[src/rtl/elbeth_pkg.sv]
// Shared ELBETH arbitration constants and elaboration-time helpers.
package elbeth_pkg;

    localparam int ELBETH_ARB_FIXED = 0;
    localparam int ELBETH_ARB_RR    = 1;

    // Index width for n entries; never below 1 so a 1-bit port always exists.
    function automatic int elbeth_clog2(input int n);
        int r;
        r = 0;
        for (int i = 0; i < 31; i++) begin
            if ((1 << i) < n) r = i + 1;
        end
        return (r < 1) ? 1 : r;
    endfunction

endpackage

[src/rtl/elbeth_rr_arbiter.sv]
// One-hot arbiter: fixed priority (lowest index) or round robin from a
// rotating pointer that moves past the last granted channel.
module elbeth_rr_arbiter
    import elbeth_pkg::*;
#(
    parameter int N_CH = 4,
    parameter int MODE = ELBETH_ARB_RR,
    localparam int CH_W = elbeth_clog2(N_CH)
) (
    input  logic            clk,
    input  logic            rst,
    input  logic [N_CH-1:0] req,
    input  logic            advance,
    output logic [N_CH-1:0] grant,
    output logic [CH_W-1:0] grant_idx
);

    logic [CH_W-1:0] ptr_q, ptr_d;
    logic            found;
    int              idx;

    // Walk N_CH candidates starting at the pointer (or at 0 in fixed mode);
    // the first requester hit wins, which also handles the wrap.
    always_comb begin
        grant     = '0;
        grant_idx = '0;
        found     = 1'b0;
        idx       = 0;
        for (int k = 0; k < N_CH; k++) begin
            idx = (MODE == ELBETH_ARB_RR) ? k + int'(ptr_q) : k;
            if (idx >= N_CH) idx = idx - N_CH;
            if (!found && req[idx]) begin
                found      = 1'b1;
                grant[idx] = 1'b1;
                grant_idx  = CH_W'(idx);
            end
        end
    end

    always_comb begin
        ptr_d = ptr_q;
        if (MODE == ELBETH_ARB_RR && advance) begin
            ptr_d = (grant_idx == CH_W'(N_CH - 1)) ? '0 : grant_idx + 1'b1;
        end
    end

    always_ff @(posedge clk) begin
        if (rst) begin
            ptr_q <= '0;
        end else begin
            ptr_q <= ptr_d;
        end
    end

endmodule

[src/rtl/elbeth_mux_n_to_1_rr.sv]
// N-channel valid/ready selector onto one registered output beat;
// 1-cycle latency, full throughput while downstream keeps accepting.
module elbeth_mux_n_to_1_rr
    import elbeth_pkg::*;
#(
    parameter int DATA_W = 32,
    parameter int N_CH   = 4,
    parameter int MODE   = ELBETH_ARB_RR,
    localparam int CH_W  = elbeth_clog2(N_CH)
) (
    input  logic                   clk,
    input  logic                   rst,
    input  logic [N_CH*DATA_W-1:0] in_data,
    input  logic [N_CH-1:0]        in_valid,
    output logic [N_CH-1:0]        in_ready,
    output logic [DATA_W-1:0]      out_data,
    output logic [CH_W-1:0]        out_ch,
    output logic                   out_valid,
    input  logic                   out_ready
);

    logic              load;
    logic              xfer;
    logic [N_CH-1:0]   grant;
    logic [CH_W-1:0]   grant_idx;
    logic [DATA_W-1:0] sel_data;

    logic              out_valid_q, out_valid_d;
    logic [DATA_W-1:0] out_data_q, out_data_d;
    logic [CH_W-1:0]   out_ch_q, out_ch_d;

    // The output slot can take a beat when it is empty or draining this cycle.
    assign load     = ~out_valid_q | out_ready;
    assign in_ready = grant & {N_CH{load & ~rst}};
    assign xfer     = |in_ready;

    elbeth_rr_arbiter #(
        .N_CH (N_CH),
        .MODE (MODE)
    ) u_arb (
        .clk       (clk),
        .rst       (rst),
        .req       (in_valid),
        .advance   (xfer),
        .grant     (grant),
        .grant_idx (grant_idx)
    );

    // One-hot AND-OR select keeps the mux free of a wide indexed shifter.
    always_comb begin
        sel_data = '0;
        for (int i = 0; i < N_CH; i++) begin
            if (grant[i]) sel_data = sel_data | in_data[i*DATA_W +: DATA_W];
        end
    end

    always_comb begin
        out_valid_d = out_valid_q;
        out_data_d  = out_data_q;
        out_ch_d    = out_ch_q;
        if (xfer) begin
            out_valid_d = 1'b1;
            out_data_d  = sel_data;
            out_ch_d    = grant_idx;
        end else if (out_ready) begin
            out_valid_d = 1'b0;
        end
    end

    always_ff @(posedge clk) begin
        if (rst) begin
            out_valid_q <= 1'b0;
            out_data_q  <= '0;
            out_ch_q    <= '0;
        end else begin
            out_valid_q <= out_valid_d;
            out_data_q  <= out_data_d;
            out_ch_q    <= out_ch_d;
        end
    end

    assign out_valid = out_valid_q;
    assign out_data  = out_data_q;
    assign out_ch    = out_ch_q;

endmodule
[config.mk]
export PLATFORM = sky130hd
export DESIGN_NAME = elbeth_mux_n_to_1_rr
export DESIGN_NICKNAME = d
export VERILOG_FILES = /design/src/rtl/elbeth_pkg.sv /design/src/rtl/elbeth_rr_arbiter.sv /design/src/rtl/elbeth_mux_n_to_1_rr.sv
export SDC_FILE = /design/constraint.sdc
export NUM_CORES = 1
export LEC_CHECK = 0
export ABC_AREA = 1
export CORE_ASPECT_RATIO = 1.2
export CORE_MARGIN = 2
export CORE_UTILIZATION = 40
export CTS_BUF_LIST = sky130_fd_sc_hd__clkbuf_4 sky130_fd_sc_hd__clkbuf_8 sky130_fd_sc_hd__clkbuf_16
export CTS_CLUSTER_SIZE = 12
export DETAILED_ROUTE_END_ITERATION = 6
export PLACE_DENSITY = 0.83
export SLEW_MARGIN = 20
export SYNTH_ARGS = -nofsm -noshare
export SYNTH_HDL_FRONTEND = slang
export SYNTH_SLANG_ARGS = --single-unit
[constraint.sdc]
create_clock -name clk -period 2.8 [get_ports clk]
set_input_delay 0.56 -clock clk [delete_from_list [all_inputs] [get_ports clk]]
set_output_delay 0.56 -clock clk [all_outputs]
set_load 0.005 [all_outputs]
==> metrics.md <==
| Metric | Value |
|---|---|
| Vias per cell | `4.48` |
| Hold Path Depth | `2` |
| WP data arrival | `2.06 ns` |
| Sequential share of power | `15.0%` |
| ANT cells | `0` |
| Critical path class | `reg -> out` |
| Setup TNS | `0 ns` |
| Worst slack, placed | `-0.225 ns` |
| Die width | `85.0 microns` |
| Comb power frac | `76.2%` |
| Vias in the first global route | `3,734` |
| Slew Viols, Final | `0` |
| DP HPWL | `7710 microns` |
| Sequential area share after synthesis | `23.5%` |
| Internal power | `0.00276 W` |
| Tightest Hold Check Type | `reg -> reg` |
| Antenna violations before repair | `0` |
| Cts bufs inserted | `5` |
| Largest net degree at the start of global routing | `37` |
| Max VDD drop | `607 uV` |
| Max Cap Viol | `0` |
| Non-filler instance count after layout | `894` |
| Post-synth EDFFs | `0` |
| Final worst slack | `0.183 ns` |
| Psw | `0.00266 W` |
| Rel. slew slack | `32.6%` |
| FILL cells | `700` |
| P&R area growth vs syn | `65.5%` |
| Pwr Total | `0.00542 W` |
| Synth Instances | `621` |
| Ys async rst share | `0%` |
| Top_reg_cell synth | `dfxtp_1` |
| R2R setup slack | `0.31 ns` |
| Endpoint class of the critical path | `primary output` |
| Placed Instances | `876` |
| Mapped Area | `0.00315 sq mm` |
| Hold WS | `0.501 ns` |
| RSZ-0062 raised after global routing | `false` |
| Syn_area_per_cell | `5.07 sq um` |
| Worst-skew pair later-pin latency | `0.28 ns` |
| Hold wc startpoint | `out_valid$_SDFFE_PP0P_` |
| Syn Nets | `762` |
| CP startpoint kind | `flop` |
| Clk_skew | `0.00757 ns` |
| H-tree level count | `2` |
| Final Hold Viols | `0` |
| Pwr dens | `1040 mW/mm^2` |
| Antenna violation net count after detailed routing | `0` |
| Wire length per cell | `11.4 microns` |
| Routability cong. | `0.942` |
| Worst r2r path cells | `20` |
| #FFs+latches synth | `37` |
| Final setup vio count | `0` |
| CTS sink cnt | `37` |
| Crit Reg-Reg Startpoint | `u_arb.ptr_q[0]$_SDFFE_PP0P_` |
| CTS clk-pin slew, worst paths | `0.08 ns` |
| Tcrit/Tclk final | `93.5%` |
| Grt total ovfl | `0` |
| DRT Wirelength | `10,100 microns` |
| Core area | `0.00766 sq mm` |
| TritonCTS clock tree | `yes` |
| Tightest Pin Transition | `1.00 ns` |
| Unique masters post-synth | `23` |
| Initial core utilization | `41.1%` |
| Status | `completed` |
| Initial drt markers | `90` |
| Layout cells sized above 1 | `6.73%` |
| Clock power share | `8.8%` |
| Req. time, crit path | `2.24 ns` |
| Drt drc | `0` |
| Crit-path max FO | `6` |
| Yosys Warn Count | `0` |
| Hold endpoint | `out_valid$_SDFFE_PP0P_` |
| Top-level I/O count | `174` |
| F_max | `0.382 GHz` |
| # port buffers | `173` |
| Fin crit period | `2.62 ns` |
| R2r endpoint | `out_data[5]$_SDFFE_PP0P_` |
| Sw Ratio | `49.1%` |
| Via count | `4,008` |
| Global-route wire length before repair | `16,400 microns` |
| Root buffer cell | `clkbuf_8` |
| Total GRT Usage | `23.2%` |
| Static leakage | `2.81 nW` |
| Nets | `942` |
| Die H | `101 microns` |
| Longest Clk Path Bufs | `2` |
| Die area | `0.00860 sq mm` |
| Rows | `35` |
| Initial DRT Pass Iterations | `4` |
## critical path: stages, from the launching register on
cell,delay (ns)
dfxtp_2,0.34
inv_2,0.07
ha_4,0.30
inv_1,0.07
nand3_1,0.11
nand2_2,0.11
nor2_4,0.13
buf_4,0.13
nand3_1,0.09
nand3_1,0.12
nand2_1,0.09
inv_1,0.07
clkbuf_2,0.13
## synth_stat cells, types with 2 or more instances
| master | number | share of area (%) |
|---|---|---|
| nand2_1 | 323 | 39 |
| inv_1 | 110 | 13 |
| nor2_1 | 74 | 8.8 |
| dfxtp_1 | 37 | 24 |
| nand3_1 | 20 | 3.2 |
| buf_2 | 12 | 1.9 |
| a21oi_1 | 8 | 1.3 |
| buf_4 | 7 | 1.7 |
| ha_1 | 6 | 2.4 |
| nand2_2 | 4 | 0.79 |
| a21boi_0 | 3 | 0.72 |
| clkbuf_1 | 3 | 0.36 |
| nor3_1 | 3 | 0.48 |
| nand2_4 | 2 | 0.72 |
## what timing repair did
action | in CTS | in global routing
endpoints found under the setup margin | 4 | 21
resized for setup | 22 | 5
gates cloned | 1 | 0
setup buffers | 9 | 2
hold buffers | 0 | 0
pin swaps | 7 | 2
## routing by layer
layer | routed length (microns) | track usage [%] | up-vias | part of all wire, %
met4 | 378 | 9.77 | 0 | 3.7
met1 | 3650 | 22.8 | 1711 | 36
li1 | - | - | 2131 | -
met2 | 5540 | 46.2 | 132 | 55
met5 | 0 | 0 | - | 0
met3 | 583 | 4.81 | 34 | 5.7
## through the flow
stage,cell area (sq um),utilization (%)
3_5_place_dp,4980,65.0
3_3_place_gp,4980,65.0
2_1_floorplan,3150,-
6_report,5210,68.0
5_1_grt,5210,68.0
4_1_cts,5220,68.1
## flip-flops by register name (all words and copies together) (netlist names)
name         cells
out_data        32
out_ch           2
u_arb.ptr_q      2
out_valid        1
## kinds of logic (layout without fill, tap and decap cells)
| logic type | Yosys count | in the layout | share of synthesized area [%] |
|---|---|---|---|
| compound gates | 12 | 12 | 2.23 |
| simple gates | 430 | 431 | 54.0 |
| fa+ha+maj | 6 | 6 | 2.38 |
| buf+inv | 136 | 316 | 17.8 |
| flops | 37 | 37 | 23.5 |
## cells in the final DEF, fill, tap and decap left out
| cell type | synthesis | layout |
|---|---|---|
| buf_4 | 7 | 19 |
| nand3_2 | 1 | 1 |
| nand3_1 | 20 | 20 |
| nand2_4 | 2 | 2 |
| inv_1 | 110 | 109 |
| ha_1 | 6 | 5 |
| nand2_1 | 323 | 319 |
| nor3_1 | 3 | 3 |
| dlygate4sd2_1 | 0 | 6 |
| a21boi_1 | 1 | 2 |
| a21oi_2 | 0 | 1 |
| clkbuf_8 | 0 | 6 |
| a21boi_0 | 3 | 2 |
| clkinvlp_4 | 0 | 1 |
| nor2_4 | 1 | 3 |
| a21oi_1 | 8 | 7 |
| dfxtp_2 | 0 | 2 |
| nor2_8 | 1 | 1 |
| buf_2 | 12 | 1 |
| nor2_1 | 74 | 74 |
| clkdlybuf4s50_1 | 0 | 165 |
| nand2_2 | 4 | 8 |
| dfxtp_1 | 37 | 35 |
| buf_12 | 0 | 3 |
| bufinv_16 | 0 | 1 |
| clkinv_1 | 1 | 1 |
| clkbuf_2 | 0 | 1 |
| inv_2 | 1 | 2 |
| ha_4 | 0 | 1 |
| inv_4 | 1 | 1 |
## power groups by stage
stage | sequential [W] | combinational [W] | clock (W)
after floorplan | 0.000845 | 0.00265 | 0
after global placement | 0.000816 | 0.00381 | 0
after detailed placement | 0.000824 | 0.00391 | 0
after CTS | 0.000813 | 0.00414 | 0.000492
after global routing | 0.000839 | 0.00469 | 0.000519
final | 0.000813 | 0.00413 | 0.000479
## worst max path at each step
| stage | slack [ns] | to | cells past startpoint | start |
|---|---|---|---|---|
| final | 0.18 | in_ready[2] | 12 | u_arb.ptr_q[1]$_SDFFE_PP0P_ |
| after global routing | 0.06 | in_ready[2] | 12 | u_arb.ptr_q[1]$_SDFFE_PP0P_ |
| after CTS | 0.09 | in_ready[2] | 12 | u_arb.ptr_q[1]$_SDFFE_PP0P_ |
| after detailed placement | -0.22 | in_ready[2] | 11 | in_valid[2] |
| after global placement | -0.18 | in_ready[2] | 11 | in_valid[3] |
| after floorplan | 0.54 | in_ready[1] | 10 | u_arb.ptr_q[1]$_SDFFE_PP0P_ |
## layout make-up
cell class                      count  area [sq um]  area share (%)
Multi-Input combinational cell    449          1890            36.2
Clock buffer                        6          82.6            1.59
Sequential cell                    37           743            14.3
Timing Repair Buffer              195          1920            36.8
Inverter                          113           427            8.19
Clock inverter                      2          37.5           0.720
Tap cell                           92           115            2.21
No activity file was read; power rests on OpenSTA's default activity.
